`src/rtl/sd_init_ctrl.sv`:
```
// SD card identification/init sequencer: drives cmd_driver through CMD0, CMD8,
// CMD55/ACMD41 polling, CMD2, CMD3, CMD7 and CMD55/ACMD6. It reports the RCA, the CCS bit and done/error.
module sd_init_ctrl #(
  parameter int unsigned POWERUP_CYC  = 80,
  parameter int unsigned CMD0_WAIT    = 64,
  parameter int unsigned TIMEOUT_CYC  = 1024,
  parameter int unsigned ACMD41_TRIES = 1000
) (
  input  logic        iclk,
  input  logic        irst,
  input  logic        istart,
  output logic        ocmd_start,
  output logic [5:0]  ocmd_index,
  output logic [31:0] ocmd_arg,
  output logic        odrv_rst,
  input  logic [31:0] iresp,
  input  logic        idone,
  output logic [15:0] orca,
  output logic        ohcs,
  output logic        odone,
  output logic        oerror,
  output logic [2:0]  oerr_code
);

  typedef enum logic [3:0] {
    StIdle, StPwrup, StCmd0, StCmd0Wait, StIssue, StWait, StEval, StDone, StError
  } state_e;

  typedef enum logic [2:0] {
    StepCmd8, StepCmd55, StepAcmd41, StepCmd2, StepCmd3, StepCmd7, StepCmd55Bus, StepAcmd6
  } step_e;

  state_e      state_q, state_d;
  step_e       step_q, step_d;
  logic [31:0] cnt_q, cnt_d;
  logic [31:0] tries_q, tries_d;
  logic [31:0] resp_q, resp_d;
  logic [15:0] rca_q, rca_d;
  logic        hcs_q, hcs_d;
  logic [2:0]  code_q, code_d;
  logic        start_q;
  logic        start_edge, timed_out;
  logic [5:0]  step_index;
  logic [31:0] step_arg;
  logic        unused_resp;

  assign start_edge  = istart & ~start_q;
  assign timed_out   = (cnt_q == TIMEOUT_CYC - 1);
  assign unused_resp = ^resp_q[15:12];

  always_comb begin
    step_index = 6'd0;
    step_arg   = 32'h0;
    case (step_q)
      StepCmd8:     begin step_index = 6'd8;  step_arg = 32'h0000_01AA;    end
      StepCmd55:    begin step_index = 6'd55; step_arg = 32'h0;            end
      StepAcmd41:   begin step_index = 6'd41; step_arg = 32'h40FF_8000;    end
      StepCmd2:     begin step_index = 6'd2;  step_arg = 32'h0;            end
      StepCmd3:     begin step_index = 6'd3;  step_arg = 32'h0;            end
      StepCmd7:     begin step_index = 6'd7;  step_arg = {rca_q, 16'h0};   end
      StepCmd55Bus: begin step_index = 6'd55; step_arg = {rca_q, 16'h0};   end
      StepAcmd6:    begin step_index = 6'd6;  step_arg = 32'h0000_0002;    end
      default:      ;
    endcase
  end

  always_comb begin
    state_d    = state_q;
    step_d     = step_q;
    cnt_d      = cnt_q;
    tries_d    = tries_q;
    resp_d     = resp_q;
    rca_d      = rca_q;
    hcs_d      = hcs_q;
    code_d     = code_q;
    ocmd_start = 1'b0;
    odrv_rst   = 1'b0;
    case (state_q)
      StIdle, StDone, StError: begin
        if (start_edge) begin
          state_d = StPwrup;
          cnt_d   = 32'd0;
          tries_d = 32'd0;
          code_d  = 3'd0;
        end
      end
      StPwrup: begin
        if (cnt_q == POWERUP_CYC - 1) begin
          state_d = StCmd0;
          cnt_d   = 32'd0;
        end else begin
          cnt_d = cnt_q + 32'd1;
        end
      end
      StCmd0: begin
        ocmd_start = 1'b1;
        cnt_d      = cnt_q + 32'd1;
        if (timed_out) begin
          odrv_rst = 1'b1;
          code_d   = 3'd1;
          state_d  = StError;
        end else if (!idone) begin
          state_d = StCmd0Wait;
        end
      end
      StCmd0Wait: begin
        cnt_d = cnt_q + 32'd1;
        // CMD0 has no response, so the driver sits waiting for one until reset.
        if (cnt_q >= CMD0_WAIT - 1) begin
          odrv_rst = 1'b1;
          state_d  = StIssue;
          step_d   = StepCmd8;
          cnt_d    = 32'd0;
        end
      end
      StIssue, StWait: begin
        ocmd_start = (state_q == StIssue);
        cnt_d      = cnt_q + 32'd1;
        if (timed_out) begin
          odrv_rst = 1'b1;
          code_d   = 3'd1;
          state_d  = StError;
        end else if (state_q == StIssue && !idone) begin
          state_d = StWait;
        end else if (state_q == StWait && idone) begin
          resp_d  = iresp;
          state_d = StEval;
        end
      end
      StEval: begin
        state_d = StIssue;
        cnt_d   = 32'd0;
        case (step_q)
          StepCmd8: begin
            if (resp_q[11:0] != 12'h1AA) begin
              state_d = StError;
              code_d  = 3'd2;
            end else begin
              step_d = StepCmd55;
            end
          end
          StepCmd55: step_d = StepAcmd41;
          StepAcmd41: begin
            if (resp_q[31]) begin
              hcs_d  = resp_q[30];
              step_d = StepCmd2;
            end else begin
              tries_d = tries_q + 32'd1;
              if (tries_d == ACMD41_TRIES) begin
                state_d = StError;
                code_d  = 3'd3;
              end else begin
                step_d = StepCmd55;
              end
            end
          end
          StepCmd2: step_d = StepCmd3;
          StepCmd3: begin
            rca_d  = resp_q[31:16];
            step_d = StepCmd7;
          end
          StepCmd7:     step_d = StepCmd55Bus;
          StepCmd55Bus: step_d = StepAcmd6;
          StepAcmd6:    state_d = StDone;
          default:      state_d = StError;
        endcase
      end
      default: state_d = StIdle;
    endcase
  end

  always_ff @(posedge iclk) begin
    if (irst) begin
      state_q <= StIdle;
      step_q  <= StepCmd8;
      cnt_q   <= 32'd0;
      tries_q <= 32'd0;
      resp_q  <= 32'd0;
      rca_q   <= 16'd0;
      hcs_q   <= 1'b0;
      code_q  <= 3'd0;
      start_q <= 1'b0;
    end else begin
      state_q <= state_d;
      step_q  <= step_d;
      cnt_q   <= cnt_d;
      tries_q <= tries_d;
      resp_q  <= resp_d;
      rca_q   <= rca_d;
      hcs_q   <= hcs_d;
      code_q  <= code_d;
      start_q <= istart;
    end
  end

  // Command fields are only driven while a command is in flight.
  assign ocmd_index = (state_q == StIssue || state_q == StWait) ? step_index : 6'd0;
  assign ocmd_arg   = (state_q == StIssue || state_q == StWait) ? step_arg : 32'd0;
  assign orca       = rca_q;
  assign ohcs       = hcs_q;
  assign odone      = (state_q == StDone);
  assign oerror     = (state_q == StError);
  assign oerr_code  = code_q;

endmodule

```
`config.mk`:
```
export PLATFORM = sky130hd
export DESIGN_NAME = sd_init_ctrl
export DESIGN_NICKNAME = d
export VERILOG_FILES = /design/src/rtl/sd_init_ctrl.sv
export SDC_FILE = /design/constraint.sdc
export NUM_CORES = 1
export LEC_CHECK = 0
export BUFFER_PORTS_ARGS = -buffer_cell sky130_fd_sc_hd__buf_2
export CORE_ASPECT_RATIO = 1.1
export CORE_MARGIN = 2
export CORE_UTILIZATION = 45
export DETAILED_ROUTE_END_ITERATION = 6
export MAX_ROUTING_LAYER = met4
export PLACE_DENSITY_LB_ADDON = 0.05
export SLEW_MARGIN = 20
export SYNTH_ARGS = -nofsm -noshare
export SYNTH_HDL_FRONTEND = slang
export SYNTH_SLANG_ARGS = --single-unit
```
`constraint.sdc`:
```
create_clock -name iclk -period 4.04 [get_ports iclk]
set_clock_uncertainty 0.05 [all_clocks]
set_input_delay 0.202 -clock iclk [delete_from_list [all_inputs] [get_ports iclk]]
set_output_delay 0.202 -clock iclk [all_outputs]
set_load 0.005 [all_outputs]
```
After elaboration in Yosys (flattened, before gate mapping)
Cells that the tools add are included.

Add/sub/neg operators: 2. $lt $le $gt $ge: 1. Equality and inequality tests: 34. Multiplexer cells: 41. Bitwise operators: 4. Reduce and logical (&&, ||, !) cells: 24.

Operator list (count): $pmux 32 s5 (2); $mux 32 (6); $add 32x1->32 const B (2); $eq 32x10->1 const B (2); $pmux 32 s2 (1); $mux 4 (11); $pmux 6 s7 (1); $eq 32x7->1 const B (1); $ge 32x6->1 const B (1); $mux 3 (9); $pmux 4 s6 (1); $pmux 3 s7 (1); $eq 4x3->1 const B (4); $ne 3x3->1 const B (5); $eq 3x3->1 const B (4); $ne 12x9->1 const B (1); $pmux 3 s2 (2); $pmux 4 s3 (1); $ne 2x2->1 const B (5); $reduce_and 5->1 (2); $pmux 3 s3 (1); $reduce_or 3->1 (3); $eq 4x2->1 const B (2); $ne 4x4->1 const B (2); other kinds (25) (36).

Flip-flop bits (word level): 124. Bits of input ports: 36. Output and inout port bits: 62. Word-level logic and storage cells: 115.

Longest topological paths before layout
Word-level depth: 6. Mapped depth: 10. Mapped depth without buffers: 8.

Least setup slack after synthesis
OpenSTA, ideal clock, no wires.

Path kind: flip-flop to flip-flop. From: register tries_q[0]. To: register step_q[0]. Library setup time: 0.124 ns. Arrival time: 2.538 ns. Data required time: 3.866 ns. Slack: 1.329 ns. Cell stages (with the launch flop): 10. Buffers on the path: 1. Period minus slack after synthesis: 2.711 ns. Cell sequence: dfxtp_1 ha_1 and3_1 clkbuf_1 or4_1 a21oi_1 o211ai_1 or4_4 nor3_4 o21ai_1.

Cells in the longest elaborated chain, start to end: 4.

Ends and longest elaborated chain: from (decl) (line 36) `logic [31:0] tries_q, tries_d;`; from (signal assigned) (line 187) `tries_q <= tries_d;`; $add 32x1->32 (line 148) `tries_d = tries_q + 32'd1;`; $eq 32x10->1 (line 149) `if (tries_d == ACMD41_TRIES) begin`; $ne 4x4->1 (no source line); $reduce_and 5->1 (no source line); to (signal assigned) (line 175) `step_q <= StepCmd8;`; to (signal assigned) (line 185) `step_q <= step_d;`; to (decl) (line 34) `step_e step_q, step_d;`.

Every way passes these cells. A chain may end at the register's enable or synchronous reset.

Worst setup path after layout
From: register tries_q[4]. To: register step_q[0].

Same word-level chain as after synthesis.

==> out/results.tsv <==
metric	value	unit
grt_pass1_wl	31.4	mm
timing.final.ws_setup	620	ps
pwr-share-comb	17.2	%
ys_seq_area_share	35.4	%
cp-end-kind	flip-flop	
setup_viol	0	
die-height	132	um
cellLeakagePower	2.85	nW
dieArea	16000	um2
synth.distinct_cells	70	
clock-sinks	119	
fin_crit_sh	84.6	%
numCtsBuffers	17	
placed_area	7150	um2
antenna_found_initial	0	
worstPathArrival	3670	ps
port_buffers	82	
routed_via_density	5.70	
synth-seq-cells	119	
drt_iter0_drc	504	
fmax	292	MHz
synth_edf_count	0	
setup_tns	0	ps
synth_most_common_cell	nand2_1	
track_usage	24.8	%
drive_above_1_share	14.5	%
insertion_delay	420	ps
criticalPathCategory	reg -> reg	
reg2reg_from	tries_q[4]$_SDFFE_PP0P_	
clockRootBuffer	clkbuf_16	
antenna_left	0	
syn_to_final_growth	19.2	%
yosys-top-cells-count	nand2_1 (142), dfxtp_1 (119), a21oi_1 (113), nor2_1 (91), o21ai_0 (55)	
n_fill_cell	1459	
core-area	14500	um2
synthCells	921	
initial_core_util	46.4	%
synth_warnings	0	
clk_path_buf_depth	2	
fin_crit	3420	ps
cts_tree	done	
pwr_density_cell	415	nW/um2
num_io_pins	98	
rows	46	
dp.final_hpwl	13.1	mm
outcome	complete, no violations	
hold_path.class	in -> reg	
synth_top_area_cell	dfxtp_1	
gr-total-overflow	0	
vias	6824	
grt_pass1_vias	6385	
path_clk_slew	60	ps
ys_top_cells_by_area	dfxtp_1 (35%), a21oi_1 (8.4%), nand2_1 (7.9%)	
slew_violations	0	
drc	0	
startpoint	tries_q[4]$_SDFFE_PP0P_	
intPower	2.34	mW
final_area	8020	um2
p_switching	0.993	mW
critical_path.max_stage_delay	760	ps
rsz0062_at_grt	no	
multi_input_area	4010	um2
crit_slowest_cell	nor4_4	
slew_headroom	33.1	%
crit_chain	nand4_2 -> nor4_4 -> a211oi_1 -> or4b_1 -> or4_4 -> nor3_4 -> o21ai_1	
ys_async_sr_fraction	0	%
drv_cap	0	
syn-cell-area	6730	um2
nNetsFinal	1031	
crit_required	4290	ps
pre_cts_slack	661	ps
globalplace.congestion	0.882	
start_kind	flip-flop	
ctsHtreeMaxLevel	4	
grt_max_degree	91	
postSynthAreaPerCell	7.31	um2
die_w	121	um
worstMarginPinSlew	1000	ps
regArea	2380	um2
hold_viol_final	0	
swShare	29.8	%
routed_wl	19.1	mm
fin_util	55.3	%
synth_top_cell_area_share	35.4	%
dr.pass1.iters	6	
diodes	0	
wl_per_cell	15.9	um
path_max_fanout	16	
worstHoldStart	irst	
pwr-share-clk	44.7	%
ys.flop_type	dfxtp_1	
ir_drop	0.320	mV
seq_power_share	38.1	%
-- state kept, by name, summed over array words and instances, names as in the netlist --
signal / flops
state_q: 4
oerr_code: 2
tries_q: 32
step_q: 3
resp_q: 28
ohcs: 1
start_q: 1
cnt_q: 32
orca: 16
-- layout make-up --
class,instances,share of cell area [%]
sequential,119,29.7
clock buffer,17,5.30
clock inverter,15,1.90
multi-input combinational,724,50.0
inverter,10,0.468
timing repair buffer,121,9.67
tap,192,2.99
-- stage by stage --
step           power (mW)  hold slack [ps]  std cells
2_1_floorplan        1.70              280        931
3_3_place_gp         1.83              378       1137
3_5_place_dp         1.84              385       1137
4_1_cts              3.35              124       1198
5_1_grt              3.48              133       1198
6_report             3.33              139       1198
-- placed cells by master (no fill, tap or decap), drive strengths merged, types with 3 or more instances in the layout --
cell / n
a211oi: 4
nand2b: 5
nor3: 30
a31oi: 8
buf: 92
nand4: 34
or2: 5
clkbuf: 17
nor4: 17
a21o: 5
clkinvlp: 5
or4b: 3
clkinv: 6
nor2: 91
nor2b: 7
nand2: 142
a22oi: 3
o21ai: 57
and3: 13
or4: 8
inv: 12
xor2: 12
dlygate4sd3: 29
conb: 11
dfxtp: 119
and2: 17
nor4b: 4
xnor2: 25
a21oi: 113
nor3b: 3
or3: 16
nand3: 31
nand4b: 6
nand3b: 8
nor4bb: 3
and4: 8
-- power by group through the flow --
stage                     clock [mW]  sequential [mW]  combinational [mW]
after floorplan                    0             1.26               0.442
after global placement             0             1.29               0.541
after detailed placement           0             1.29               0.549
after CTS                       1.51             1.27               0.575
after global routing            1.56             1.28               0.639
final                           1.49             1.27               0.574
-- per-layer routing --
metal | vias to the layer above | track usage, % | share of wire (%)
met1 | 3202 | 30.2 | 44
li1 | 3404 | - | -
met5 | - | - | 0
met2 | 172 | 39.9 | 50
met4 | 0 | 10.3 | 2.7
met3 | 46 | 4.89 | 3.6
-- cells by family (layout without fill, tap and decap cells) --
logic type	after synthesis	in the layout	share of synthesized area [%]
xor gates and xnor gates	37	37	4.81
AOI/OAI and AO/OA	219	219	18.8
other	1	11	0.0557
muxes	1	1	0.149
and+or+nand+nor	454	454	34.6
DFF	119	119	35.4
buffers and inverters	88	163	5.89
adders and majority gates	2	2	0.372
-- critical path: cells and delay by family, from the launching register on --
| family | cells | cell delay [ps] |
|---|---|---|
| AND/OR/NAND/NOR | 5 | 2410 |
| flip-flops | 1 | 560 |
| AO/OA/AOI/OAI | 2 | 280 |
-- final timing paths --
path / end / slack [ps] / depth (start not counted)
hold reg to reg: resp_q[0]$_SDFFE_PP0P_ / 400 / 2
setup / recovery: step_q[0]$_SDFFE_PP0P_ / 620 / 7
setup reg to reg: step_q[0]$_SDFFE_PP0P_ / 620 / 7
hold / removal: state_q[0]$_SDFFE_PP0P_ / 140 / 3
-- timing repair --
| action | 4_1_cts | 5_1_grt |
|---|---|---|
| gates resized for setup | 0 | 0 |
| hold buffers | 29 | 0 |
| setup buffers | 0 | 0 |
| hold endpoints to repair | 29 | 0 |
No activity file was read; power rests on OpenSTA's default activity.
